--- src/rtl/pwm_capture.sv ---
// PWM input capture: reports high time and period per completed PWM period.
// Optional GLITCH_FILTER_EN drops 1-clk pulses/gaps after the synchroniser.
module pwm_capture #(
    parameter int CNT_W = 16
) (
    input  logic             clk,
    input  logic             rst,
    input  logic             pwm_in,
    output logic [CNT_W-1:0] high_cnt,
    output logic [CNT_W-1:0] period,
    output logic             valid,
    output logic             stuck
);

    localparam logic [CNT_W-1:0] MAX  = '1;
    localparam logic [CNT_W-1:0] ZERO = '0;
    localparam logic [CNT_W-1:0] ONE  = {{(CNT_W-1){1'b0}}, 1'b1};

    typedef enum logic {
        IDLE,
        MEAS
    } state_t;

    logic s1_q, s1_d;
    logic s2_q, s2_d;
    logic s3_q, s3_d;
    logic lvl;
    logic rise;

    state_t           state_q, state_d;
    logic [CNT_W-1:0] per_q, per_d;
    logic [CNT_W-1:0] hi_q, hi_d;
    logic [CNT_W-1:0] high_q, high_d;
    logic [CNT_W-1:0] period_q, period_d;
    logic             valid_q, valid_d;
    logic             stuck_q, stuck_d;

`ifdef GLITCH_FILTER_EN
    logic filt_q, filt_d;
    logic fh_q, fh_d;

    always_comb begin
        filt_d = (s2_q == s3_q) ? s2_q : filt_q;
        fh_d   = filt_q;
        lvl    = filt_q;
        rise   = filt_q & ~fh_q;
    end

    always_ff @(posedge clk or negedge rst) begin
        if (!rst) begin
            filt_q <= 1'b0;
            fh_q   <= 1'b0;
        end else begin
            filt_q <= filt_d;
            fh_q   <= fh_d;
        end
    end
`else
    always_comb begin
        lvl  = s2_q;
        rise = s2_q & ~s3_q;
    end
`endif

    always_comb begin
        s1_d = pwm_in;
        s2_d = s1_q;
        s3_d = s2_q;
    end

    // The rise cycle is the first cycle of the new period, so restarts load 1.
    always_comb begin
        state_d  = state_q;
        per_d    = per_q;
        hi_d     = hi_q;
        high_d   = high_q;
        period_d = period_q;
        valid_d  = 1'b0;
        stuck_d  = stuck_q;
        unique case (state_q)
            IDLE: begin
                per_d = ZERO;
                hi_d  = ZERO;
                if (rise) begin
                    state_d = MEAS;
                    per_d   = ONE;
                    hi_d    = ONE;
                end
            end
            MEAS: begin
                if (rise) begin
                    high_d   = hi_q;
                    period_d = per_q;
                    valid_d  = 1'b1;
                    stuck_d  = 1'b0;
                    per_d    = ONE;
                    hi_d     = ONE;
                end else if (per_q == MAX) begin
                    high_d   = lvl ? MAX : ZERO;
                    period_d = MAX;
                    valid_d  = 1'b1;
                    stuck_d  = 1'b1;
                    state_d  = IDLE;
                    per_d    = ZERO;
                    hi_d     = ZERO;
                end else begin
                    per_d = per_q + ONE;
                    hi_d  = hi_q + {{(CNT_W-1){1'b0}}, lvl};
                end
            end
            default: state_d = IDLE;
        endcase
    end

    always_ff @(posedge clk or negedge rst) begin
        if (!rst) begin
            s1_q     <= 1'b0;
            s2_q     <= 1'b0;
            s3_q     <= 1'b0;
            state_q  <= IDLE;
            per_q    <= ZERO;
            hi_q     <= ZERO;
            high_q   <= ZERO;
            period_q <= ZERO;
            valid_q  <= 1'b0;
            stuck_q  <= 1'b0;
        end else begin
            s1_q     <= s1_d;
            s2_q     <= s2_d;
            s3_q     <= s3_d;
            state_q  <= state_d;
            per_q    <= per_d;
            hi_q     <= hi_d;
            high_q   <= high_d;
            period_q <= period_d;
            valid_q  <= valid_d;
            stuck_q  <= stuck_d;
        end
    end

    assign high_cnt = high_q;
    assign period   = period_q;
    assign valid    = valid_q;
    assign stuck    = stuck_q;

endmodule

--- config.mk ---
export PLATFORM = sky130hd
export DESIGN_NAME = pwm_capture
export DESIGN_NICKNAME = d
export VERILOG_FILES = /design/src/rtl/pwm_capture.sv
export SDC_FILE = /design/constraint.sdc
export NUM_CORES = 1
export LEC_CHECK = 0
export ABC_AREA = 1
export ABC_CLOCK_PERIOD_IN_PS = 4300
export CORE_UTILIZATION = 55
export DETAILED_ROUTE_END_ITERATION = 6
export PLACE_DENSITY = 0.78
export SETUP_SLACK_MARGIN = 0.02
export SLEW_MARGIN = 20
export SYNTH_ARGS = -nofsm -noshare
export SYNTH_HDL_FRONTEND = slang
export SYNTH_SLANG_ARGS = --single-unit
--- constraint.sdc ---
create_clock -name clk -period 4.3 [get_ports clk]
set_input_delay 0.645 -clock clk [delete_from_list [all_inputs] [get_ports clk]]
set_output_delay 0.645 -clock clk [all_outputs]
set_load 0.01 [all_outputs]
==> impl_metrics.tcl <==
set metrics [dict create \
    status "finished clean" \
    hold_viol_final 0 \
    worstMarginPinSlew_ps 1060 \
    grt_pass1_wl_microns 11800 \
    antenna_found_initial 0 \
    hpwl_microns 4900 \
    cts_root_buffer "clkbuf_8" \
    ys_seq_area_frac 0.519 \
    path_common_cell "nand2_1" \
    fin_hold_ws_ps 350 \
    worstPathCellList "ha_1 -> nand2_1 -> nor2_4 -> nand2_2 -> o21ai_4 -> nand2_4 -> nand2_1 -> nand2_1" \
    postCtsSetupRepairBufs 0 \
    yosysWarnings 0 \
    worst-path-max-fanout 34 \
    period_share 0.545 \
    routed_wl_microns 7080 \
    cts_resized 0 \
    grt_setup_unrepaired "false" \
    arrival_ps 2570 \
    wl_per_cell_microns 13.3 \
    vias 2768 \
    io_pins 37 \
    synth-seq-cells 70 \
    cts.clk_slew.worst_paths_ps 70 \
    finalSetupTns_ps 0 \
    setup_viol_count_final 0 \
    die_area_sq_mm 0.00645 \
    netlist_instances 420 \
    ys.flop_type "dfrtp_1" \
    layout_common_cells "nand2_1 (132), dfrtp_1 (70), nor2_1 (57)" \
    crit_cells 8 \
    relSlewSlack 0.295 \
    cts_buffers 9 \
    dr.pass1.iters 5 \
    clock_path_buffers 2 \
    critPathMaxStageDelay_ps 630 \
    final_common_cell "nand2_1" \
    ant_nets 0 \
    cts_tree "yes" \
    start_util 0.570 \
    core_sq_mm 0.00592 \
    rr_worst_depth 8 \
    r2r-end "high_cnt[0]$_DFFE_PN0P_" \
    synth_area_sq_mm 0.00337 \
    rr_startpoint "per_q[1]$_DFF_PN0_" \
    async_flop_share 1.00 \
    cp_slowest_cell "o21ai_4" \
    die_w_microns 80.3 \
    n_antenna_cell 0 \
    syn_to_final_growth_pct 18.4 \
    clk_latency_ps 350 \
    ir_drop_uv 340 \
    min_path_cells 0 \
    finalCriticalPeriod_ps 2340 \
    overflow 0 \
    syn_nets 426 \
    crit_type "reg2reg" \
    rrSetupSlack_ps 1960 \
    path_buf_inv 0 \
    fmax_ghz 0.427 \
    grt_max_degree 45 \
    synth_edf_count 0 \
    timing.final.max_slew_violations 0 \
    cap_violations 0 \
    cp.required_ps 4530 \
    hold-path-endpoint "lvl$_DFF_PN0_" \
    grt_pass1_vias 2512 \
    globalplace.congestion 0.882 \
    synth_cell_types 23 \
    end_kind "register" \
    io_buffers 36 \
    ctsHoldBuffers 0 \
    skew_ps 7.06 \
    hp-start "s1_q$_DFF_PN0_" \
    drt-initial-drc-count 242 \
    cellPowerDensity_mw_per_mm2 443 \
    die_y_microns 80.3 \
    drc 0 \
    fin_util 0.674 \
    cp_top_family "simple AND/OR/NAND/NOR gates" \
    fill_cells 477 \
    clock-sinks 70 \
    leakage_nw 1.90 \
    fin_nets 459 \
    track_usage 0.244 \
    drive_above_1_share 0.0721 \
    cp-start-kind "register" \
    via_per_inst 5.19 \
    min_path_type "reg2reg" \
    htreeDepth 3 \
    fp-row-count 28 \
    avgSynthCellArea_sq_um 8.03 \
]
[metal layers]
layer | share of wire | up-vias | routed length (microns) | global-route usage
met5 | 0 | - | 0 | 0
met4 | 0.012 | 0 | 87 | 0.0857
met3 | 0.043 | 8 | 307 | 0.0477
met2 | 0.46 | 71 | 3230 | 0.353
met1 | 0.49 | 1305 | 3460 | 0.364
li1 | - | 1384 | - | -
[power breakdown]
part	leakage (nW)	internal [mW]	total [mW]	switching, mW
clock network	0.130	0.444	0.698	0.254
registers	0.905	0.731	0.792	0.0603
logic	0.868	0.136	0.279	0.143
total	1.90	1.31	1.77	0.457
[cell families (layout without fill, tap and decap cells)]
group / Yosys count / in the layout / synth area share
and+or+nand+nor: 260 / 260 / 0.325
DFF: 70 / 70 / 0.519
buffers and inverters: 50 / 88 / 0.0690
AOI/OAI and AO/OA: 22 / 22 / 0.0360
xor gates and xnor gates: 15 / 15 / 0.0390
adders and majority gates: 3 / 3 / 0.0111
[registers in the layout, indices dropped and copies added (netlist names)]
name,count
s1_q,1
period,16
high_cnt,16
per_q,16
valid,1
lvl,1
stuck,1
s3_q,1
hi_q,16
state_q,1
[worst max path at each step]
stage	from	to	slack (ps)
finish	per_q[1]$_DFF_PN0_	high_cnt[0]$_DFFE_PN0P_	1960
global route	per_q[1]$_DFF_PN0_	high_cnt[1]$_DFFE_PN0P_	1730
CTS	per_q[1]$_DFF_PN0_	high_cnt[0]$_DFFE_PN0P_	1980
detailed placement	per_q[1]$_DFF_PN0_	period[8]$_DFFE_PN0P_	2010
global placement	per_q[1]$_DFF_PN0_	period[11]$_DFFE_PN0P_	2120
floorplan	per_q[0]$_DFF_PN0_	high_cnt[0]$_DFFE_PN0P_	2760
[layout make-up]
type / instances / area, sq um / share of cell area
clock buffers: 10 / 128 / 0.0320
repair buffers: 38 / 370 / 0.0928
well taps: 75 / 93.8 / 0.0235
inverters: 34 / 128 / 0.0320
clock inverters: 6 / 134 / 0.0335
multi-input cells: 300 / 1390 / 0.348
flip-flops and latches: 70 / 1750 / 0.439
[stage by stage]
step	cell area, sq um	cells	total power, mW	setup WS (ps)
2_1_floorplan	3370	420	0.950	2760
3_3_place_gp	3730	517	1.07	2120
3_5_place_dp	3730	517	1.08	2010
4_1_cts	3990	533	1.78	1980
5_1_grt	3990	533	1.85	1730
6_report	3990	533	1.77	1960
[cells in the mapped netlist (5+ instances only)]
| cell | n | area (sq um) |
|---|---|---|
| or2_2 | 7 | 43.8 |
| buf_4 | 6 | 45.0 |
| nand4_1 | 6 | 37.5 |
| dfrtp_1 | 70 | 1750 |
| inv_1 | 31 | 116 |
| a21oi_1 | 12 | 60.1 |
| nor3_1 | 5 | 25.0 |
| nand2_1 | 132 | 495 |
| o21ai_0 | 9 | 45.0 |
| clkbuf_1 | 7 | 26.3 |
| xor2_1 | 13 | 114 |
| nor2_1 | 57 | 214 |
| nand3_1 | 48 | 240 |
Power figures use the tool's default switching activity.
